<file path="config.mk">
export PLATFORM = sky130hd
export DESIGN_NAME = gene_step
export DESIGN_NICKNAME = d
export VERILOG_FILES = /design/src/rtl/gene_pkg.sv /design/src/rtl/gene_rule.sv /design/src/rtl/gene_step.sv
export SDC_FILE = /design/constraint.sdc
export NUM_CORES = 1
export LEC_CHECK = 0
export CORE_AREA = 2 2 59 61
export DETAILED_ROUTE_END_ITERATION = 10
export DIE_AREA = 0 0 61 63
export GPL_TIMING_DRIVEN = 0
export PLACE_DENSITY_LB_ADDON = 0.12
export SLEW_MARGIN = 15
export SYNTH_ARGS = -nofsm -noshare
export SYNTH_HDL_FRONTEND = slang
export SYNTH_SLANG_ARGS = --single-unit
</file>
<file path="constraint.sdc">
create_clock -name clk -period 2.2 [get_ports clk]
set_input_delay 0.44 -clock clk [delete_from_list [all_inputs] [get_ports clk]]
set_output_delay 0.44 -clock clk [all_outputs]
set_load 0.02 [all_outputs]
</file>
<file path="src/rtl/gene_pkg.sv">
// Shared definitions for the 8-gene Boolean network stepper and its rule logic.
// The rule function is kept here so future network variants share a single definition.
package gene_pkg;

   localparam int GENE_W = 8;

   typedef enum logic [1:0] {
      S_IDLE = 2'd0,
      S_RUN  = 2'd1,
      S_DONE = 2'd2
   } state_t;

   // One network update: gene 0 is repressed by gene 7, genes 1..6 form a shift chain,
   // gene 7 is activated by gene 6 and repressed by gene 3.
   function automatic logic [GENE_W-1:0] gene_next(input logic [GENE_W-1:0] x);
      logic [GENE_W-1:0] n;
      n    = {x[GENE_W-2:0], 1'b0};
      n[0] = ~x[7];
      n[7] = x[6] & ~x[3];
      return n;
   endfunction

endpackage

</file>
<file path="src/rtl/gene_rule.sv">
// Combinational network update n = f(x).
module gene_rule
   import gene_pkg::*;
(
   input  logic [GENE_W-1:0] x,
   output logic [GENE_W-1:0] n
);

   assign n = gene_next(x);

endmodule

</file>
<file path="src/rtl/gene_step.sv">
// Boolean network stepper: latches an initial state on load, then advances one
// network update per enabled clock until a fixed point or the step budget is reached.
module gene_step
   import gene_pkg::*;
#(
   parameter int MAX_STEPS = 255
) (
   input  logic              clk,
   input  logic              rst,
   input  logic [GENE_W-1:0] init,
   input  logic              load,
   input  logic              step_en,
   output logic [GENE_W-1:0] x,
   output logic              x_valid,
   output logic [GENE_W-1:0] init_q,
   output logic [7:0]        step_cnt,
   output logic              busy,
   output logic              done,
   output logic              fixed,
   output logic              timeout
);

   localparam logic [7:0] MAX_CNT = 8'(MAX_STEPS);

   state_t            state_reg,   state_next;
   logic [GENE_W-1:0] x_reg,       x_next;
   logic [GENE_W-1:0] init_q_reg,  init_q_next;
   logic [7:0]        cnt_reg,     cnt_next;
   logic              valid_reg,   valid_next;
   logic              busy_reg,    busy_next;
   logic              done_reg,    done_next;
   logic              fixed_reg,   fixed_next;
   logic              timeout_reg, timeout_next;
   logic [GENE_W-1:0] x_rule;

   gene_rule u_rule (
      .x (x_reg),
      .n (x_rule)
   );

   always_ff @(posedge clk or negedge rst) begin
      if (!rst) begin
         state_reg   <= S_IDLE;
         x_reg       <= '0;
         init_q_reg  <= '0;
         cnt_reg     <= '0;
         valid_reg   <= 1'b0;
         busy_reg    <= 1'b0;
         done_reg    <= 1'b0;
         fixed_reg   <= 1'b0;
         timeout_reg <= 1'b0;
      end else begin
         state_reg   <= state_next;
         x_reg       <= x_next;
         init_q_reg  <= init_q_next;
         cnt_reg     <= cnt_next;
         valid_reg   <= valid_next;
         busy_reg    <= busy_next;
         done_reg    <= done_next;
         fixed_reg   <= fixed_next;
         timeout_reg <= timeout_next;
      end
   end

   always_comb begin
      state_next   = state_reg;
      x_next       = x_reg;
      init_q_next  = init_q_reg;
      cnt_next     = cnt_reg;
      valid_next   = 1'b0;
      done_next    = done_reg;
      fixed_next   = fixed_reg;
      timeout_next = timeout_reg;

      if (load) begin
         x_next       = init;
         init_q_next  = init;
         cnt_next     = '0;
         valid_next   = 1'b1;
         done_next    = 1'b0;
         fixed_next   = 1'b0;
         timeout_next = 1'b0;
         state_next   = S_RUN;
      end else begin
         case (state_reg)
            S_RUN: begin
               if (step_en) begin
                  // Fixed point outranks the budget so a settled trajectory is never reported as a timeout.
                  if (x_rule == x_reg) begin
                     fixed_next = 1'b1;
                     done_next  = 1'b1;
                     state_next = S_DONE;
                  end else if (cnt_reg == MAX_CNT) begin
                     timeout_next = 1'b1;
                     done_next    = 1'b1;
                     state_next   = S_DONE;
                  end else begin
                     x_next     = x_rule;
                     cnt_next   = 8'(cnt_reg + 8'd1);
                     valid_next = 1'b1;
                  end
               end
            end
            default: ;
         endcase
      end

      busy_next = (state_next == S_RUN);
   end

   assign x        = x_reg;
   assign x_valid  = valid_reg;
   assign init_q   = init_q_reg;
   assign step_cnt = cnt_reg;
   assign busy     = busy_reg;
   assign done     = done_reg;
   assign fixed    = fixed_reg;
   assign timeout  = timeout_reg;

endmodule

</file>
==> results of run 1 <==
-- worst max-delay path by stage --
stage                     depth (start not counted)                    start                       to
after floorplan                                   5  step_cnt[0]$_DFFE_PN0P_  step_cnt[6]$_DFFE_PN0P_
after global placement                            1                      rst    init_q[2]$_DFFE_PN0P_
after detailed placement                          5                  step_en  step_cnt[6]$_DFFE_PN0P_
after CTS                                         1  step_cnt[2]$_DFFE_PN0P_              step_cnt[2]
after global routing                              1  step_cnt[2]$_DFFE_PN0P_              step_cnt[2]
final                                             1  step_cnt[2]$_DFFE_PN0P_              step_cnt[2]
-- through the flow --
stage,util [%],setup WS (ns)
floorplan,-,0.504
global placement,58.6,0.129
detailed placement,58.5,0.182
CTS,60.0,0.283
global route,60.0,0.240
finish,60.0,0.298
-- cells in the mapped netlist, drive strengths merged --
cell type	count	share of area (%)
dfrtp	31	54
or2	2	0.87
clkbuf	5	1.4
o21a	1	0.52
or4	2	1.0
a21o	1	0.61
a31o	1	0.61
or3	2	0.95
nand3	5	1.7
o31ai	2	1.0
nand2	4	1.0
o21ai	15	6.0
nor2	8	2.2
o311ai	1	0.61
a311oi	1	0.61
mux2	8	6.2
a21oi	16	5.5
nor3	1	0.35
nand4	3	1.7
ha	1	0.86
o2111ai	1	1.0
nand3b	2	1.0
nand4b	1	0.61
inv	4	1.0
nor4	1	0.43
nor2b	8	3.5
and3b	1	0.69
a31oi	6	2.6
buf	4	1.6
-- layer usage --
layer	share of wire, %	global-route usage (%)	vias to the layer above
met3	5.9	6.21	6
li1	-	-	596
met5	0	0	-
met4	1.7	8.15	0
met2	48	30.8	41
met1	44	25.4	590
-- layout make-up --
class | instances | share of cell area [%]
flip-flops and latches | 31 | 40.0
inverters | 4 | 0.774
plain buffers | 9 | 2.19
clock buffers | 7 | 2.32
repair buffers | 39 | 19.9
well taps | 46 | 2.97
multi-input cells | 94 | 31.6
clock inverters | 1 | 0.258
-- power groups by stage --
stage / clock, µW / combinational, µW / sequential, µW
2_1_floorplan: 0 / 73.9 / 685
3_3_place_gp: 0 / 235 / 644
3_5_place_dp: 0 / 236 / 646
4_1_cts: 330 / 237 / 635
5_1_grt: 361 / 254 / 641
6_report: 316 / 234 / 635
-- cell families after synthesis --
| family | share of synthesized area [%] |
|---|---|
| AO/OA/AOI/OAI | 19.1 |
| adder cells (fa/ha/maj) | 0.865 |
| buffers and inverters | 3.98 |
| flip-flops | 53.6 |
| multiplexers | 6.23 |
| AND/OR/NAND/NOR | 16.2 |
==> flow_summary.ini, run 1 <==
[drt]
first_iter_violations = 38
vias_per_cell = 5.34
ant_nets = 0
first_pass_iters = 4
wl_mm = 3.31
drc = 0
vias = 1233
wl_per_cell_um = 14.3

[yosys]
yosysWarningCount = 0
syn_inst = 138
syn_nets = 151
syn_avg_cell_area_um2 = 10.5
ys_seq_area_share_pct = 53.6
syn_area_mm2 = 0.00145
ys_ff_latch = 31
synth_cell_types = 37

[timing]
setup_violations = 0
drv_slew = 0
relSlewSlack_pct = 55.3
post-route-period-util_pct = 86.4
whs_ns = 0.133
fin_crit_ns = 1.90
fin_setup_tns_ns = 0
max_slew.worst_pin.slew_ns = 0.671
max_freq_mhz = 526
rsz0062_at_grt = false
skew_ns = 0.00812
hold_violations = 0

[worst_setup_path]
r2r_slack_ns = 0.42
reg2reg_depth = 5
reg2reg_to = step_cnt[6]$_DFFE_PN0P_
path_cells = clkdlybuf4s50_1
path_max_fanout = 7
arrival_ns = 1.46
end_kind = primary output
cp_data_required_time_ns = 1.76
critPathLaunchType = flip-flop
timing_worst_setup_path_type = flip-flop to primary output
slowest_delay_ns = 0.65
cp_top_family = buffers and inverters
r2r-start = step_cnt[0]$_DFFE_PN0P_
cp_num_buf_inv = 1
cp_slowest_cell = clkdlybuf4s50_1

[final_layout]
design_area_mm2 = 0.00194
n_antenna_cell = 0
final_common_cell = clkdlybuf4s50_1
fin_nets = 197
mostFrequentLayoutCells = clkdlybuf4s50_1, dfrtp_1, a21oi_1
fin_cells = 231
multiInputGateArea_um2 = 613
layout-drive-gt1-share_pct = 15.1
area_growth_pct = 34.1
register_area_um2 = 776
final.fill_count = 292

[cts]
root_buffer = clkbuf_4
insertion_delay_ns = 0.33
cts.reportedPaths.clkPinSlew_ns = 0.09
cts_tree = built
cts.path.max_buffers = 2
clock_sinks = 31
cts_hold_buf = 0
post_cts_buffers = 0
cts_buffers = 5
cts_resized = 0
cts-htree-levels = 2

[grt]
globalRouteTotalUtil_pct = 19.9
grt_pass1_vias = 1230
antenna_found_initial = 0
gr-total-overflow = 0
grt_pass1_wl_mm = 5.68
grt_max_degree = 32

[min_path]
min_path_type = primary input to async pin

[floorplanning]
rows = 21
die-area_mm2 = 0.00384
start_util_pct = 44.8
core-area_mm2 = 0.00323
die_w_um = 61
ios = 41
die_h_um = 63

[pwr]
vdd_drop_max_v = 0.000401
clkPwrFrac_pct = 26.7
combPwrFrac_pct = 19.7
seqPwrFrac_pct = 53.6
power_density_mw_per_mm2 = 611
p_switching_uw = 343
p_int_uw = 842
total_power_uw = 1190
sw_frac_of_total_pct = 29.0
p_leak_uw = 0.000758

[place]
dp_hpwl_mm = 2.39
placedCellCount = 223
placed_cell_area_mm2 = 0.00189
place_congestion = 0.814
port_buffers = 39

[job]
drv_cap = 0

[status]
status = finished, final reports clean
No activity file was read; power rests on OpenSTA's default activity.
==> run 2, diff against run 1 <==
- GPL_TIMING_DRIVEN: 0 -> 1
==> flow_summary.ini, run 2 (synthesis results as in run 1) <==
[worst_setup_path]
endpoint = state_reg[0]$_DFF_PN0_
reg2reg_to = state_reg[0]$_DFF_PN0_
end_kind = flip-flop
critPathLaunchType = flip-flop
path_max_fanout = 16
path_cells = ha_1, nand3_1, nor2_2, o21ai_0, a21o_2
arrival_ns = 2.24
slowest_delay_ns = 0.48
cp_data_required_time_ns = 2.44
r2r_slack_ns = 0.21
r2r-start = step_cnt[0]$_DFFE_PN0P_
cp_num_buf_inv = 0
cp_top_family = simple AND/OR/NAND/NOR gates
timing_worst_setup_path_type = flip-flop to flip-flop
worstSetupStartpoint = step_cnt[0]$_DFFE_PN0P_
path_depth = 5
cp_slowest_cell = nor2_2
reg2reg_depth = 5

[cts]
cts.path.max_buffers = 2
post_cts_buffers = 0
cts.reportedPaths.clkPinSlew_ns = 0.10
insertion_delay_ns = 0.34
root_buffer = clkbuf_4
cts_buffers = 5
cts_hold_buf = 0
cts_tree = built
cts-htree-levels = 2
cts_resized = 0
clock_sinks = 31

[final_layout]
area_growth_pct = 35.4
final_common_cell = clkdlybuf4s50_1
fin_nets = 191
layout-drive-gt1-share_pct = 14.0
mostFrequentLayoutCells = clkdlybuf4s50_1, dfrtp_1, a21oi_1
fin_cells = 225
n_antenna_cell = 0

[pwr]
power_density_mw_per_mm2 = 643
p_leak_uw = 0.000761
vdd_drop_max_v = 0.000345
total_power_uw = 1260

[drt]
vias_per_cell = 5.40
ant_nets = 0
wl_mm = 3.22
first_iter_violations = 38
first_pass_iters = 4
vias = 1214
drc = 0
wl_per_cell_um = 14.3

[timing]
whs_ns = 0.471
max_freq_mhz = 501
hold_violations = 0
post-route-period-util_pct = 90.7
rsz0062_at_grt = false
fin_setup_tns_ns = 0
setup_violations = 0
drv_slew = 0
relSlewSlack_pct = 63.2
skew_ns = 0.0123
fin_crit_ns = 1.99
max_slew.worst_pin.slew_ns = 0.551

[status]
status = finished, final reports clean

[floorplanning]
die-area_mm2 = 0.00384
core-area_mm2 = 0.00323
start_util_pct = 44.8
die_h_um = 63
rows = 21
ios = 41
die_w_um = 61

[grt]
grt_max_degree = 44
grt_pass1_wl_mm = 5.35
globalRouteTotalUtil_pct = 18.7
antenna_found_initial = 0
grt_pass1_vias = 1192
gr-total-overflow = 0

[min_path]
min_path_type = primary input to async pin

[place]
place_congestion = 0.769
dp_hpwl_mm = 2.16
port_buffers = 40
placedCellCount = 217

[job]
drv_cap = 0
-- run 2: cell types whose count changed in the layout (fill, tap and decap cells not counted), sizes merged --
cell           change
buf                -3
clkbuf             -4
clkdlybuf4s50      +2
clkinv             -1
-- run 2: worst register-to-register path, delay by kind of cell, from the launching register on --
kind / cells / cell delay [ns]
and+or+nand+nor: 2 / 0.67
AOI/OAI and AO/OA: 2 / 0.52
DFF: 1 / 0.43
adders and majority gates: 1 / 0.27
-- run 2: worst min path at each step --
stage	slack [ns]	cells after the start	startpoint	to
final	0.47	2	rst	done$_DFFE_PN0P_
after global routing	0.52	2	rst	x_valid$_DFF_PN0_
after CTS	0.50	2	rst	init_q[7]$_DFFE_PN0P_
after detailed placement	0.49	2	fixed$_DFFE_PN0P_	fixed$_DFFE_PN0P_
after global placement	0.48	2	fixed$_DFFE_PN0P_	fixed$_DFFE_PN0P_
after floorplan	0.14	0	rst	busy$_DFF_PN0_
-- run 2: layout make-up --
| class | instances | area, µm² |
|---|---|---|
| Timing Repair Buffer | 42 | 428 |
| Multi-Input combinational cell | 94 | 613 |
| Inverter | 4 | 15.0 |
| Fill cell | 298 | 1270 |
| Sequential cell | 31 | 776 |
| Tap cell | 46 | 57.6 |
| Clock buffer | 8 | 68.8 |
-- run 2: power breakdown --
group          internal [µW]  switching (µW)  total (µW)
Clock                    188             200         388
Combinational            116             120         236
Sequential               605            29.9         635
Total                    909             350        1260
-- run 2: stage by stage --
stage / setup slack [ns] / cell area (µm²) / util [%]
5_1_grt: 0.00346 / 1960 / 60.6
3_5_place_dp: 0.106 / 1890 / 58.5
2_1_floorplan: 0.504 / 1450 / -
4_1_cts: 0.218 / 1960 / 60.6
6_report: 0.206 / 1960 / 60.6
3_3_place_gp: 0.211 / 1890 / 58.5
-- run 2: per-layer routing --
layer	track usage (%)	vias to the layer above	share of wire, %
met3	6.42	5	5.6
met2	30.0	43	50
met1	23.1	585	43
met4	6.52	0	1.4
li1	-	581	-
met5	0	-	0
==> run 3, diff against run 2 <==
- ABC_CLOCK_PERIOD_IN_PS: unset -> 2200
- CORE_AREA: 2 2 59 61 -> 2 2 61 63
- DIE_AREA: 0 0 61 63 -> 0 0 63 65
- SYNTH_HIERARCHICAL: unset -> 1
==> flow_summary.ini, run 3 <==
[status]
status = finished, final reports clean

[cts]
cts.path.max_buffers = 2
clock_sinks = 31
cts_tree = built
root_buffer = clkbuf_4
cts_hold_buf = 0
insertion_delay_ns = 0.32
cts.reportedPaths.clkPinSlew_ns = 0.09
cts-htree-levels = 2
cts_buffers = 5

[drt]
vias_per_cell = 5.41
wl_mm = 3.18
ant_nets = 0
drc = 0
wl_per_cell_um = 13.4
first_pass_iters = 4
first_iter_violations = 81
vias = 1283

[worst_setup_path]
path_max_fanout = 6
cp_num_buf_inv = 1
critPathLaunchType = flip-flop
worstSetupStartpoint = x[3]$_DFFE_PN0P_
path_cells = clkdlybuf4s50_1
slowest_delay_ns = 0.67
arrival_ns = 1.50
cp_slowest_cell = clkdlybuf4s50_1
cp_top_family = buffers and inverters
end_kind = primary output
timing_worst_setup_path_type = flip-flop to primary output
r2r_slack_ns = 0.33
r2r-start = step_cnt[0]$_DFFE_PN0P_
cp_data_required_time_ns = 1.76

[grt]
grt_pass1_wl_mm = 5.49
globalRouteTotalUtil_pct = 17.0
gr-total-overflow = 0
grt_max_degree = 32
grt_pass1_vias = 1238
antenna_found_initial = 0

[pwr]
total_power_uw = 1340
power_density_mw_per_mm2 = 649
vdd_drop_max_v = 0.000370
p_leak_uw = 0.000790

[timing]
skew_ns = 0.00442
post-route-period-util_pct = 88.2
rsz0062_at_grt = false
drv_slew = 0
relSlewSlack_pct = 69.4
fin_ws_ns = 0.260
hold_violations = 0
whs_ns = 0.505
fin_crit_ns = 1.94
fin_setup_tns_ns = 0
setup_violations = 0
max_slew.worst_pin.slew_ns = 0.453
max_freq_mhz = 515

[place]
dp_slack_ns = 0.157
place_congestion = 0.733
dp_hpwl_mm = 2.21
port_buffers = 40

[yosys]
syn_avg_cell_area_um2 = 10.4
synth.most_common_cell = dfrtp_1
synthArstFlopShare_pct = 100
synth_area_leaders = dfrtp_1, a21oi_1, mux2_2
synth_top_area_share_pct = 49.7
synth_cell_types = 29
ys_seq_area_share_pct = 49.7
syn_nets = 163
yosysWarningCount = 6
ys_ff_latch = 31
syn_inst = 150
synth_common_cells = dfrtp_1, a21oi_1, o21ai_0
syn_area_mm2 = 0.00156
yosysTopAreaCell = dfrtp_1
ys.flop_type = dfrtp_1
synth-edff-count = 0

[final_layout]
fin_nets = 202
mostFrequentLayoutCells = clkdlybuf4s50_1, dfrtp_1, a21oi_1
layout-drive-gt1-share_pct = 14.3
final_common_cell = clkdlybuf4s50_1
n_antenna_cell = 0
area_growth_pct = 32.0
layout.core_utilization_pct = 58.9

[floorplanning]
ios = 41
core-area_mm2 = 0.00350
die_h_um = 65
die_w_um = 63
start_util_pct = 44.6
rows = 22
die-area_mm2 = 0.00410

[min_path]
min_path_type = primary input to async pin

[job]
drv_cap = 0
## run 3: timing repair
| item | in CTS | in global routing |
|---|---|---|
| endpoints found under the hold margin | 0 | 0 |
| resized for setup | 0 | 1 |
| endpoints found under the setup margin | 0 | 4 |
| buffers inserted | 0 | 0 |
## run 3: final timing paths
kind,end,cells past startpoint
hold / removal,step_cnt[2]$_DFFE_PN0P_,2
max in group asynchronous,init_q[6]$_DFFE_PN0P_,2
hold reg to reg,fixed$_DFFE_PN0P_,2
setup reg to reg,step_cnt[7]$_DFFE_PN0P_,5
setup / recovery,x[3],1
min in group clk,fixed$_DFFE_PN0P_,2
## run 3: cell type report
class | instances | area [µm²]
fill | 315 | 1440
inverter | 4 | 15.0
clock buffer | 6 | 41.3
clock inverter | 1 | 30.0
multi-input combinational | 100 | 684
sequential | 31 | 776
timing repair buffer | 47 | 453
tap | 48 | 60.1
## run 3: worst register-to-register path, stage by stage, from the launching register on
cell	delay, ns
dfrtp_1	0.44
ha_1	0.25
and3_4	0.20
and3_4	0.24
or4_1	0.52
a21oi_1	0.15
## run 3: stage by stage
step                cells  area [µm²]
floorplan             150        1560
global placement      230        1980
detailed placement    230        1980
CTS                   237        2060
global route          237        2060
finish                237        2060
## run 3: logic make-up after synthesis
| group | synth area share [%] |
|---|---|
| xor+xnor | 4.49 |
| fa+ha+maj | 0.802 |
| compound gates | 18.1 |
| buf+inv | 6.66 |
| mux | 5.77 |
| simple gates | 14.4 |
| flops | 49.7 |
## run 3: where the power goes
part	switching, µW	internal, µW	leakage (µW)
registers	39.3	605	0.000379
clock network	181	234	0.0000383
logic	133	145	0.000373
## run 3: per-layer routing
metal	vias up	GRT usage (%)	share of wire (%)
li1	624	-	-
met1	615	19.6	43
met2	39	28.7	51
met3	5	5.38	5.3
met4	0	8.33	1.6
met5	-	0	0
